===== src/rtl/filter_sample_fifo.sv =====
// filter_sample_fifo: capture FIFO for filtered samples, drained by firmware
// over a Wishbone slave port. Provides status, sticky overflow/underflow flags,
// a saturating drop counter and a level-threshold interrupt.
// Build option: define FIFO_DROP_OLDEST_EN to make a push into a full FIFO
// overwrite the oldest entry instead of discarding the new sample.
module filter_sample_fifo #(
  parameter int DATA_W = 24,
  parameter int DEPTH  = 16,
  parameter int AW     = $clog2(DEPTH)
) (
  input  logic              clk,
  input  logic              rst_n,
  input  logic [DATA_W-1:0] in_data,
  input  logic              in_valid,
  input  logic              wbs_cyc_i,
  input  logic              wbs_stb_i,
  input  logic              wbs_we_i,
  input  logic [3:0]        wbs_adr_i,
  input  logic [31:0]       wbs_dat_i,
  output logic              wbs_ack_o,
  output logic [31:0]       wbs_dat_o,
  output logic              irq_o
);

  localparam int CW = AW + 1;

  localparam logic [1:0] REG_DATA   = 2'd0;
  localparam logic [1:0] REG_STATUS = 2'd1;
  localparam logic [1:0] REG_CTRL   = 2'd2;
  localparam logic [1:0] REG_OVF    = 2'd3;

  logic [DATA_W-1:0] mem [DEPTH];
  logic [AW-1:0]     wr_ptr, rd_ptr;
  logic [CW-1:0]     count;
  logic              ovf_flag, udf_flag;
  logic [31:0]       ovf_cnt;

  logic              capture_en, irq_en;
  logic [7:0]        irq_level;

  logic        req, rd_req, wr_req;
  logic [1:0]  reg_sel;
  logic        ctrl_wr, clear;
  logic        empty, full;
  logic        pop_req, do_pop, udf_evt;
  logic        push_req, wr_adv, rd_adv, ovf_evt;
  logic [31:0] count_ext, head_ext, rd_mux;

  logic unused_ok;
  assign unused_ok = ^{wbs_dat_i[30:10], wbs_adr_i[1:0]};

  assign req     = wbs_cyc_i & wbs_stb_i & ~wbs_ack_o;
  assign rd_req  = req & ~wbs_we_i;
  assign wr_req  = req & wbs_we_i;
  assign reg_sel = wbs_adr_i[3:2];
  assign ctrl_wr = wr_req & (reg_sel == REG_CTRL);
  assign clear   = ctrl_wr & wbs_dat_i[31];

  assign empty   = (count == '0);
  assign full    = (count == CW'(DEPTH));

  assign pop_req = rd_req & (reg_sel == REG_DATA);
  assign do_pop  = pop_req & ~empty;
  assign udf_evt = pop_req & empty;

  assign push_req = in_valid & capture_en;

  // A pop in the same cycle frees a slot, so a full FIFO only rejects
  // (or overwrites) when no pop accompanies the push.
`ifdef FIFO_DROP_OLDEST_EN
  assign wr_adv  = push_req;
  assign ovf_evt = push_req & full & ~do_pop;
  assign rd_adv  = do_pop | ovf_evt;
`else
  assign wr_adv  = push_req & (~full | do_pop);
  assign ovf_evt = push_req & full & ~do_pop;
  assign rd_adv  = do_pop;
`endif

  assign count_ext = 32'(count);
  assign head_ext  = 32'(mem[rd_ptr]);

  // Register read mux; an empty DATA read returns zero
  always_comb begin
    rd_mux = '0;
    case (reg_sel)
      REG_DATA:   rd_mux = empty ? '0 : head_ext;
      REG_STATUS: rd_mux = {20'd0, udf_flag, ovf_flag, full, empty, count_ext[7:0]};
      REG_CTRL:   rd_mux = {22'd0, irq_level, irq_en, capture_en};
      REG_OVF:    rd_mux = ovf_cnt;
      default:    rd_mux = '0;
    endcase
  end

  // Sample storage, intentionally not reset
  always_ff @(posedge clk) begin
    if (wr_adv && !clear) mem[wr_ptr] <= in_data;
  end

  // Wishbone ack and read data register; data held between acks
  always_ff @(posedge clk or negedge rst_n) begin
    if (!rst_n) begin
      wbs_ack_o <= 1'b0;
      wbs_dat_o <= '0;
    end else begin
      wbs_ack_o <= req;
      if (req) wbs_dat_o <= rd_mux;
    end
  end

  // Control register; the clear bit is a strobe and is never stored
  always_ff @(posedge clk or negedge rst_n) begin
    if (!rst_n) begin
      capture_en <= 1'b0;
      irq_en     <= 1'b0;
      irq_level  <= '0;
    end else if (ctrl_wr) begin
      capture_en <= wbs_dat_i[0];
      irq_en     <= wbs_dat_i[1];
      irq_level  <= wbs_dat_i[9:2];
    end
  end

  // Pointers and occupancy; clear takes priority over any push or pop
  always_ff @(posedge clk or negedge rst_n) begin
    if (!rst_n) begin
      wr_ptr <= '0;
      rd_ptr <= '0;
      count  <= '0;
    end else if (clear) begin
      wr_ptr <= '0;
      rd_ptr <= '0;
      count  <= '0;
    end else begin
      if (wr_adv) wr_ptr <= wr_ptr + AW'(1);
      if (rd_adv) rd_ptr <= rd_ptr + AW'(1);
      count <= count + CW'(wr_adv) - CW'(rd_adv);
    end
  end

  // Sticky flags and saturating drop counter
  always_ff @(posedge clk or negedge rst_n) begin
    if (!rst_n) begin
      ovf_flag <= 1'b0;
      udf_flag <= 1'b0;
      ovf_cnt  <= '0;
    end else if (clear) begin
      ovf_flag <= 1'b0;
      udf_flag <= 1'b0;
      ovf_cnt  <= '0;
    end else begin
      if (ovf_evt) ovf_flag <= 1'b1;
      if (udf_evt) udf_flag <= 1'b1;
      if (ovf_evt && ovf_cnt != '1) ovf_cnt <= ovf_cnt + 32'd1;
    end
  end

  // Level interrupt, registered from the current occupancy
  always_ff @(posedge clk or negedge rst_n) begin
    if (!rst_n) irq_o <= 1'b0;
    else        irq_o <= irq_en & (count_ext >= 32'(irq_level)) & (irq_level != 8'd0);
  end

endmodule


===== config.mk =====
export PLATFORM = sky130hd
export DESIGN_NAME = filter_sample_fifo
export DESIGN_NICKNAME = d
export VERILOG_FILES = /design/src/rtl/filter_sample_fifo.sv
export SDC_FILE = /design/constraint.sdc
export NUM_CORES = 1
export LEC_CHECK = 0
export ABC_CLOCK_PERIOD_IN_PS = 4400
export CORE_MARGIN = 3
export CORE_UTILIZATION = 55
export CTS_CLUSTER_DIAMETER = 150
export CTS_CLUSTER_SIZE = 40
export DETAILED_ROUTE_END_ITERATION = 16
export PLACE_DENSITY = 0.81
export SYNTH_ARGS = -nofsm -noshare
export SYNTH_HDL_FRONTEND = slang
export SYNTH_SLANG_ARGS = --single-unit

===== constraint.sdc =====
create_clock -name clk -period 4.4 [get_ports clk]
set_clock_uncertainty 0.2 [all_clocks]
set_input_delay 0.44 -clock clk [delete_from_list [all_inputs] [get_ports clk]]
set_output_delay 0.44 -clock clk [all_outputs]
set_load 0.03 [all_outputs]

==> summary.txt, run 1 <==
Setup path
  – CP Max Fanout: 7
  – CP Class: flip-flop to flip-flop
  – CP startpoint kind: flip-flop
  – WP data arrival: 3.48 ns
  – CP peak stage delay: 0.45 ns
  – Worst path slowest cell: dfrtp_1
  – Cell mode on critical path: inv_1
  – WP data required: 4.67 ns
  – Critical Path, Cell by Cell: inv_1, ha_1, and4bb_2, o21ai_2, nand3_2, ha_1, inv_1, ha_1, inv_1, fa_1, inv_1, a21oi_1, nor2_1, or3_1, a21oi_1
  – Crit end category: flip-flop

Timing
  – Fmax: 312 MHz
  – Final Max Slew Viols: 0
  – Final-report setup violation count: 0
  – Slew headroom: 28.5%
  – Final hold vios: 0
  – Slew @ Worst Pin: 1.07 ns
  – Period utilization: 72.9%
  – TNS Setup: 0 ns
  – RSZ-0062 raised after global routing: no
  – Post-route minimum period: 3.21 ns
  – Hold Slack: 0.222 ns

Synth
  – Post-Synthesis Cells: 1,141
  – Post-synth EDFFs: 384
  – Seq/Total Area, Yosys: 70.9%
  – Synth top area cells: edfxtp_1 59%, dfrtp_1 12%, mux4_2 10%, a21oi_1 2.2%, mux2_2 1.2%
  – Net count after synthesis: 1,225
  – Top cell type's share of synthesized area: 59.2%
  – Largest area contributor in the netlist: edfxtp_1
  – Cell variety after synth: 65
  – Top_reg_cell synth: edfxtp_1
  – Yosys Warn Count: 0
  – Seq cells post-synth: 475
  – Mapped Area: 0.0195 sq mm
  – Synthesized area per cell: 17.1 sq um
  – Ys async rst share: 19.2%

Route
  – Drt drc: 0
  – Routed Antenna Nets: 0
  – Via count: 10.8k
  – Via-to-Cell Ratio: 6.39
  – DRT Pass-1 Iters: 5
  – WL/cell: 24.9 um
  – Final wirelength: 42.0 mm
  – Initial DRC Count: 1,304

Finish
  – Synth-to-layout area growth: 9.74%
  – Share of cells above drive strength 1: 16.2%
  – Layout net count: 1,308
  – Fin util: 61.5%
  – Post-Layout Cell Count: 1,688

Clock tree
  – Post-CTS sizing: 0
  – Clk slew on worst S/H paths: 0.14 ns
  – CTS tree: built
  – Hold Buf Count CTS: 1
  – Post-CTS Setup Inserts: 0
  – Worst skew pair latency: 0.54 ns
  – TritonCTS Buffers: 15
  – CTS max path bufs: 3
  – Clock sink count: 475
  – Root Buffer: clkbuf_16
  – H-tree lvl count: 1

Placed design
  – IO buf count: 76
  – DP Cell Count: 1,661
  – Post-detail-place hpwl: 26.3 mm
  – Final Wtd Congestion: 0.811

Floorplan
  – IO Pins: 100
  – Starting density of the core: 56.1%
  – Core ar.: 0.0347 sq mm
  – Die ar.: 0.0377 sq mm
  – Die X: 194 um
  – Num rows: 68
  – Die height: 194 um

Global routing
  – Initial antenna violation count: 2
  – GRT Overall Usage: 22.2%
  – Overflow after GRT: 0
  – First-pass GRT wire length: 64.6 mm
  – Pin count of the biggest net entering global routing: 50
  – Vias in the first global route: 10.6k

Power and ir drop
  – Peak supply drop: 0.265 mV
  – Leakage: 7.11 nW
  – Sw Share: 28.0%
  – Power consumption: 9.57 mW
  – Comb pwr share: 23.4%
  – Int Pwr: 6.89 mW
  – Clock group share of total power: 19.5%
  – Flop pwr share: 57.1%
  – Pwr/cell area: 448 mW/mm^2
  – Sw Pwr: 2.68 mW

Job
  – Maxcap violations: 0

Outcome
  – Status: finished, final reports clean

Min path
  – HP Class: input pin to asynchronous set/reset pin
-- through the flow --
step | setup WS (ns) | cell area (sq um)
4_1_cts | 1.21 | 21400
6_report | 1.19 | 21400
5_1_grt | 0.959 | 21400
2_1_floorplan | 1.32 | 19500
3_3_place_gp | 0.788 | 20900
3_5_place_dp | 0.763 | 20900
-- cells in the final DEF, fill, tap and decap left out, types with 24 or more instances in the layout --
| master | count |
|---|---|
| buf_4 | 42 |
| edfxtp_1 | 384 |
| mux4_2 | 90 |
| a22oi_1 | 24 |
| nor2_1 | 55 |
| clkdlybuf4s50_1 | 75 |
| nand2_1 | 52 |
| o21ai_0 | 30 |
| dfrtp_1 | 88 |
| a21oi_1 | 85 |
-- cells in the mapped netlist (all sizes together), types with 2 or more instances --
cell type  count
a221oi         7
inv           20
xor2           6
o22a           3
nand3         24
nor4b          4
o31ai         10
a22oi         24
o211ai         3
xnor2          5
a2111oi        2
mux2          20
nor2b          8
ha            17
a21oi         85
nand2         53
buf           37
edfxtp       384
dfrtp         91
mux4          90
mux2i         15
and2          21
nor4           3
nor2          55
clkbuf        20
or3           23
nand4         14
nor3           6
and4           4
nand2b         5
a22o          10
o32ai          2
o21ai         41
a221o          3
and4bb         2
or4            9
and3           5
-- final timing paths --
kind	start	to	slack, ns	depth (start not counted)
worst max-delay path	count[2]$_DFF_PN0_	count[4]$_DFF_PN0_	1.19	15
worst min-delay path	rst_n	ovf_cnt[30]$_DFFE_PN0P_	0.22	2
worst max register to register	count[2]$_DFF_PN0_	count[4]$_DFF_PN0_	1.19	15
worst min register to register	wbs_dat_o[27]$_DFFE_PN0N_	wbs_dat_o[27]$_DFFE_PN0N_	0.28	2
max in group asynchronous	rst_n	count[0]$_DFF_PN0_	2.77	3
min in group clk	wbs_dat_i[3]	irq_level[1]$_DFFE_PN0P_	0.26	3
-- area by class of cell --
class	instances	area (sq um)
inverter	21	78.8
sequential	475	13800
tap	455	569
clock buffer	24	409
antenna	1	2.50
timing repair buffer	123	1180
multi-input combinational	588	5300
clock inverter	1	8.76
fill	2438	13400
-- worst max-delay path, delay by kind of cell (launching register included) --
family | cells | cell delay [ns]
fa+ha+maj | 4 | 0.95
simple gates | 4 | 0.91
flops | 1 | 0.45
compound gates | 3 | 0.39
buf+inv | 4 | 0.25
-- registers in the layout, indices dropped and copies added, names as in the netlist --
| signal | flops |
|---|---|
| rd_ptr | 4 |
| irq_o | 1 |
| capture_en | 1 |
| ovf_cnt | 32 |
| wbs_ack_o | 1 |
| udf_flag | 1 |
| count | 5 |
| mem | 384 |
| wr_ptr | 4 |
| wbs_dat_o | 32 |
| ovf_flag | 1 |
| irq_en | 1 |
| irq_level | 8 |
-- power groups by stage --
stage	Combinational, mW	Clock (mW)	Sequential, mW
2_1_floorplan	1.59	0	5.45
3_3_place_gp	2.19	0	5.55
3_5_place_dp	2.24	0	5.56
4_1_cts	2.26	1.89	5.47
5_1_grt	2.44	2.04	5.51
6_report	2.24	1.86	5.46
-- metal layers --
layer / global-route usage, % / part of all wire (%) / vias to the layer above
li1: - / - / 4673
met1: 32.9 / 40 / 5497
met2: 35.5 / 48 / 539
met3: 3.54 / 9.3 / 81
met4: 5.48 / 2.3 / 2
met5: 0 / 0.031 / -
-- cells by family after synthesis --
family | after synthesis | synth area share (%)
flops | 475 | 70.9
simple gates | 238 | 6.94
compound gates | 196 | 6.26
mux | 125 | 12.3
buf+inv | 78 | 1.84
fa+ha+maj | 18 | 1.20
xor+xnor | 11 | 0.495
Note: power is estimated with default switching activity, not from simulation.
==> run 2, diff against run 1 <==
==> config.mk (replaced) <==
export PLATFORM = sky130hd
export DESIGN_NAME = filter_sample_fifo
export DESIGN_NICKNAME = d
export VERILOG_FILES = /design/src/rtl/filter_sample_fifo.sv
export SDC_FILE = /design/constraint.sdc
export NUM_CORES = 1
export LEC_CHECK = 0
export ABC_CLOCK_PERIOD_IN_PS = 2700
export CORE_MARGIN = 3
export CORE_UTILIZATION = 54
export CTS_CLUSTER_DIAMETER = 150
export CTS_CLUSTER_SIZE = 40
export DETAILED_ROUTE_END_ITERATION = 16
export PLACE_DENSITY = 0.83
export SYNTH_ARGS = -nofsm -noshare
export SYNTH_HDL_FRONTEND = slang
export SYNTH_SLANG_ARGS = --single-unit
==> constraint.sdc (replaced) <==
create_clock -name clk -period 2.7 [get_ports clk]
set_clock_uncertainty 0.2 [all_clocks]
set_input_delay 0.27 -clock clk [delete_from_list [all_inputs] [get_ports clk]]
set_output_delay 0.27 -clock clk [all_outputs]
set_load 0.03 [all_outputs]
==> summary.txt, run 2 (synthesis gave the netlist of run 1 again) <==
Global routing
  – Vias in the first global route: 11.2k (+5.5%)
  – First-pass GRT wire length: 66.4 mm (+2.7%)
  – GRT Overall Usage: 22.5% (+0.31 points)
  – GR Util met1: 31.8% (-1.0 points)
  – Pin count of the biggest net entering global routing: 47 (-6.0%)
  – Initial antenna violation count: 0 (-2)
  – Overflow after GRT: 0 (unchanged)
  – GR peak layer: met2
  – Met2 GRT Util: 37.3% (+1.8 points)
  – Met3 Use GR: 3.47% (-0.076 points)

Floorplan
  – Die height: 196 um (+0.89%)
  – Starting density of the core: 55.5% (-0.54 points)
  – Die ar.: 0.0384 sq mm (+1.8%)
  – Num rows: 68 (unchanged)
  – Core ar.: 0.0351 sq mm (+0.98%)
  – IO Pins: 100 (unchanged)
  – Die X: 196 um (+0.89%)

Route
  – Via count: 11.0k (+2.3%)
  – Routed Antenna Nets: 0 (unchanged)
  – Final wirelength: 43.3 mm (+3.2%)
  – WL/cell: 24.6 um (-0.96%)
  – DRT Pass-1 Iters: 5 (unchanged)
  – Initial DRC Count: 1,065 (-18%)
  – Via-to-Cell Ratio: 6.28 (-1.8%)
  – Drt drc: 0 (unchanged)

Finish
  – Share of cells above drive strength 1: 23.6% (+7.5 points)
  – Max reg flops: 384 (unchanged)
  – Biggest regs: mem: 384 flops, ovf_cnt: 32 flops, wbs_dat_o: 32 flops
  – Register with the most flip-flops: mem
  – Layout net count: 1,384 (+5.8%)
  – Most common cell after layout, fill and taps aside: edfxtp_1
  – Antenna diodes: 0 (-1)
  – Synth-to-layout area growth: 15.2%
  – Most frequent cells in the layout: 384 x edfxtp_1, 90 x mux4_2, 88 x dfrtp_1
  – Cell area after layout: 0.0224 sq mm (+4.9%)

Setup path
  – CP Max Fanout: 2 (-5)
  – Crit Reg-Reg Startpoint: count[2]$_DFF_PN0_
  – WP data arrival: 3.04 ns (-0.44 ns)
  – Crit path from: count[2]$_DFF_PN0_
  – CP startpoint kind: flip-flop
  – WP data required: 2.97 ns (-1.70 ns)
  – Crit end category: flip-flop
  – CP Class: flip-flop to flip-flop
  – Reg2reg setup slack: -0.07 ns (-1.26 ns)

Clock tree
  – TritonCTS Buffers: 15 (unchanged)
  – H-tree lvl count: 1 (unchanged)
  – CTS tree: built
  – Clk slew on worst S/H paths: 0.14 ns (about the same)
  – Root Buffer: clkbuf_16
  – CTS max path bufs: 3 (unchanged)
  – Clock sink count: 475 (unchanged)
  – Worst skew pair latency: 0.55 ns (about the same)

Timing
  – Final-report setup violation count: 1 (+1)
  – Worst setup margin: -0.0718 ns (-1.26 ns)
  – Post-route minimum period: 2.77 ns (-0.437 ns)
  – Period utilization: 103% (+30 points)
  – Slew @ Worst Pin: 0.596 ns (-0.477 ns)
  – Final Max Slew Viols: 0 (unchanged)
  – Slew headroom: 60.3% (+32 points)
  – Hold Slack: 0.0592 ns (-0.163 ns)
  – Final hold vios: 0 (unchanged)
  – Fmax: 361 MHz (+16%)
  – RSZ-0062 raised after global routing: yes

Power and ir drop
  – Clock group share of total power: 18.6% (-0.9 points)
  – Peak supply drop: 0.583 mV (+120%)
  – Leakage: 7.59 nW (+6.8%)
  – Flop pwr share: 53.1% (-4.0 points)
  – Comb pwr share: 28.3% (+4.9 points)
  – Power consumption: 16.3 mW (+71%)
  – Sw Pwr: 4.62 mW (+73%)
  – Pwr/cell area: 728 mW/mm^2 (+63%)
  – Int Pwr: 11.7 mW (+70%)
  – Sw Share: 28.3% (+0.32 points)

Job
  – Maxcap violations: 0 (unchanged)

Outcome
  – Failing checks: negative setup slack
  – Status: complete, but fails checks

Min path
  – HP Class: input pin to asynchronous set/reset pin

Placed design
  – Placed cell area: 0.0218 sq mm (+4.0%)
  – Final Wtd Congestion: 0.841 (+3.6%)
  – Post-detail-place hpwl: 28.3 mm (+7.9%)
  – IO buf count: 76 (unchanged)
-- run 2: final cells by class --
| cell class | instances | area (sq um) |
|---|---|---|
| timing repair buffer | 199 | 2120 |
| clock inverter | 2 | 16.3 |
| multi-input combinational | 588 | 5430 |
| fill | 2388 | 12600 |
| clock buffer | 19 | 390 |
| sequential | 475 | 13800 |
| tap | 455 | 569 |
| inverter | 21 | 78.8 |
-- run 2: path summary, 6_finish.rpt --
path | cells past startpoint | end
hold / removal | 2 | wbs_dat_o[17]$_DFFE_PN0N_
hold reg to reg | 2 | wbs_dat_o[29]$_DFFE_PN0N_
min in group clk | 3 | irq_level[1]$_DFFE_PN0P_
max in group asynchronous | 3 | wbs_dat_o[9]$_DFFE_PN0N_
setup / recovery | 15 | count[4]$_DFF_PN0_
setup reg to reg | 15 | count[4]$_DFF_PN0_
-- run 2: per-stage QoR --
step / setup TNS (ns) / utilization (%) / instances / setup WS [ns]
floorplan: -0.171 / - / 1141 / -0.171
detailed placement: -93.27 / 62.1 / 1720 / -0.523
finish: -0.0718 / 64.0 / 1759 / -0.0718
CTS: -0.0668 / 63.6 / 1748 / -0.0668
global route: -5.00 / 64.0 / 1759 / -0.178
global placement: -60.77 / 62.1 / 1720 / -0.465
-- run 2: timing repair --
action | in CTS | in global routing
pin swaps | 5 | 8
endpoints found under the hold margin | 75 | 0
setup endpoints to repair | 44 | 350
resized for setup | 12 | 14
hold buffers | 1 | 0
buffers inserted | 6 | 11
-- run 2: power by group through the flow --
stage	Sequential [mW]	Clock [mW]	Combinational [mW]
2_1_floorplan	8.89	0	2.59
3_3_place_gp	8.79	0	4.24
3_5_place_dp	8.82	0	4.37
4_1_cts	8.67	3.09	4.48
5_1_grt	8.72	3.33	4.98
6_report	8.67	3.03	4.63
-- run 2: metal layers --
layer	vias to the layer above	share of wire, %
met5	-	0
met4	0	2.9
met3	74	7.8
met2	497	50
met1	5650	40
li1	4820	-
-- run 2: worst max-delay path, stage by stage (launching register included) --
cell and delay, ns:
dfrtp_1 0.38, inv_2 0.06, ha_4 0.15, and4bb_2 0.26, o21ai_4 0.08, nand3_4 0.11, ha_4 0.28, inv_2 0.04
ha_4 0.15, inv_2 0.05, fa_2 0.20, inv_2 0.04, a21oi_2 0.13, nor2_2 0.06, or3_1 0.37, a21oi_2 0.15
==> run 3, diff against run 2 <==
--- a/config.mk
+++ b/config.mk
@@ -7,11 +7,12 @@
 export LEC_CHECK = 0
 export ABC_CLOCK_PERIOD_IN_PS = 2700
 export CORE_MARGIN = 3
-export CORE_UTILIZATION = 54
+export CORE_UTILIZATION = 55
+export CTS_BUF_LIST = sky130_fd_sc_hd__clkbuf_4 sky130_fd_sc_hd__clkbuf_8
 export CTS_CLUSTER_DIAMETER = 150
 export CTS_CLUSTER_SIZE = 40
 export DETAILED_ROUTE_END_ITERATION = 16
-export PLACE_DENSITY = 0.83
+export PLACE_DENSITY = 0.84
 export SYNTH_ARGS = -nofsm -noshare
 export SYNTH_HDL_FRONTEND = slang
 export SYNTH_SLANG_ARGS = --single-unit
==> summary.txt, run 3 (synthesis gave the netlist of run 1 again) <==
Finish
  – Register with the most flip-flops: mem
  – Most frequent cells in the layout: 384 x edfxtp_1, 90 x mux4_2, 88 x dfrtp_1
  – Biggest regs: mem: 384 flops, ovf_cnt: 32 flops, wbs_dat_o: 32 flops
  – Max reg flops: 384 (unchanged)
  – Fin util: 64.3% (+0.32 points)
  – Layout net count: 1,376 (-0.58%)
  – Synth-to-layout area growth: 14.6%
  – Share of cells above drive strength 1: 23.0% (-0.63 points)
  – Most common cell after layout, fill and taps aside: edfxtp_1

Floorplan
  – IO Pins: 100 (unchanged)
  – Num rows: 68 (unchanged)
  – Die X: 194 um (-0.89%)
  – Starting density of the core: 56.1% (+0.54 points)
  – Die ar.: 0.0377 sq mm (-1.8%)
  – Core ar.: 0.0347 sq mm (-0.97%)
  – Die height: 194 um (-0.89%)

Global routing
  – Overflow after GRT: 0 (unchanged)
  – Pin count of the biggest net entering global routing: 47 (unchanged)
  – Vias in the first global route: 11.2k (-0.036%)
  – Initial antenna violation count: 3 (+3)
  – First-pass GRT wire length: 65.7 mm (-1.0%)
  – GRT Overall Usage: 22.5% (about the same)

Route
  – WL/cell: 24.4 um (-0.76%)
  – Via-to-Cell Ratio: 6.29 (+0.19%)
  – Drt drc: 0 (unchanged)
  – Routed Antenna Nets: 0 (unchanged)
  – DRT Pass-1 Iters: 5 (unchanged)
  – Via count: 11.0k (-0.21%)
  – Initial DRC Count: 1,000 (-6.1%)
  – Final wirelength: 42.8 mm (-1.2%)

Power and ir drop
  – Pwr/cell area: 700 mW/mm^2 (-3.9%)
  – Leakage: 7.50 nW (-1.1%)
  – Peak supply drop: 0.509 mV (-13%)
  – Power consumption: 15.6 mW (-4.3%)

Placed design
  – Final Wtd Congestion: 0.827 (-1.6%)
  – IO buf count: 76 (unchanged)
  – Post-Place Setup Slack: -0.476 ns (+0.0466 ns)
  – Post-detail-place hpwl: 28.1 mm (-1.0%)

Timing
  – Worst setup margin: -0.0570 ns (+0.0148 ns)
  – Final-report setup violation count: 1 (unchanged)
  – Final hold vios: 0 (unchanged)
  – Slew headroom: 59.4% (-0.90 points)
  – Slew @ Worst Pin: 0.608 ns (+0.0115 ns)
  – Fmax: 363 MHz (+0.54%)
  – RSZ-0062 raised after global routing: yes
  – Post-route minimum period: 2.76 ns (-0.0148 ns)
  – Final Max Slew Viols: 0 (unchanged)
  – Period utilization: 102% (-0.55 points)

Setup path
  – CP delay by family, top: adder cells
  – WP data required: 3.06 ns (+0.09 ns)
  – Critical Path, Cell by Cell: inv_2, ha_4, and4bb_2, o21ai_4, nand3_4, ha_4, inv_2, ha_4, inv_2, fa_2, inv_2, a21oi_2, nor2_2, or3_1, a21oi_1
  – CP Max Fanout: 2 (unchanged)
  – WP buf/inv: 4 (unchanged)
  – Worst path depth: 15 (unchanged)
  – WP data arrival: 3.12 ns (+0.08 ns)
  – Worst path slowest cell: dfrtp_1
  – Crit end category: flip-flop
  – Worst setup path endpoint: count[4]$_DFF_PN0_
  – Reg2Reg Depth: 15 (unchanged)
  – CP startpoint kind: flip-flop
  – Reg2reg setup slack: -0.06 ns (about the same)
  – RR Endpoint: count[4]$_DFF_PN0_
  – CP Class: flip-flop to flip-flop
  – Cell mode on critical path: inv_2
  – Crit path from: count[2]$_DFF_PN0_
  – Crit Reg-Reg Startpoint: count[2]$_DFF_PN0_
  – CP peak stage delay: 0.42 ns (+0.04 ns)

Clock tree
  – Clock sink count: 475 (unchanged)
  – TritonCTS Buffers: 15 (unchanged)
  – Worst skew pair latency: 0.61 ns (+0.06 ns)
  – CTS tree: built
  – CTS max path bufs: 3 (unchanged)
  – Clk slew on worst S/H paths: 0.24 ns (+0.10 ns)
  – H-tree lvl count: 1 (unchanged)
  – Root Buffer: clkbuf_8

Outcome
  – Status: complete, but fails checks
  – Failing checks: negative setup slack

Min path
  – HP Class: input pin to flip-flop

Job
  – Maxcap violations: 0 (unchanged)
-- run 3: cell count changes in the layout (fill, tap and decap cells not counted), moves of 6 or more --
cell,previous run,this run
buf_4,86,67
clkbuf_8,0,16
clkbuf_16,15,1
and2_2,15,9
and2_4,1,7
-- run 3: where the power goes --
| part | switching [mW] | internal, mW |
|---|---|---|
| clock | 1.87 | 0.584 |
| combinational | 2.29 | 2.22 |
| sequential | 0.307 | 8.37 |
| total | 4.46 | 11.2 |
-- run 3: worst register-to-register path, delay by kind of cell (launching register included) --
family	cells	cell delay [ns]
AO/OA/AOI/OAI	3	0.37
flip-flops	1	0.42
buffers and inverters	4	0.19
AND/OR/NAND/NOR	4	0.77
adder cells (fa/ha/maj)	4	0.77
-- run 3: layout make-up --
cell class                      count  area, sq um
Clock buffer                       19          236
Clock inverter                      2         15.0
Fill cell                        2354        12400
Timing Repair Buffer              191         2160
Tap cell                          455          569
Sequential cell                   475        13800
Antenna cell                        1         2.50
Inverter                           21         78.8
Multi-Input combinational cell    588         5440
-- run 3: worst min-delay path by stage --
stage,startpoint,end,cells past startpoint
CTS,wbs_dat_i[2],irq_level[0]$_DFFE_PN0P_,2
detailed placement,rst_n,wbs_dat_o[14]$_DFFE_PN0N_,1
floorplan,rst_n,capture_en$_DFFE_PN0P_,0
global route,wbs_dat_i[2],irq_level[0]$_DFFE_PN0P_,2
finish,wbs_dat_i[2],irq_level[0]$_DFFE_PN0P_,2
global placement,rst_n,wbs_dat_o[14]$_DFFE_PN0N_,1
-- run 3: metal layers --
layer	routed length (um)	vias to the layer above	GRT usage, %
met1	17000	5608	32.4
met4	1280	6	6.89
met2	20700	518	35.7
li1	-	4799	-
met5	31	-	0
met3	3770	87	4.31
-- run 3: what timing repair did --
item	in CTS	in global routing
gates cloned	0	1
hold buffers	7	0
endpoints found under the setup margin	173	398
pin swaps	6	12
hold endpoints to repair	95	0
resized for setup	17	14
setup buffers	2	6
-- run 3: per-stage QoR --
stage	TNS (ns)	instance area (sq um)	hold slack [ns]	instances
final	-0.0570	22300	0.0554	1752
after floorplan	-0.171	19500	-0.226	1141
after CTS	-0.0878	22200	0.0233	1745
after detailed placement	-106.67	21800	0.109	1715
after global placement	-88.06	21800	0.107	1715
after global routing	-0.507	22300	0.0135	1751
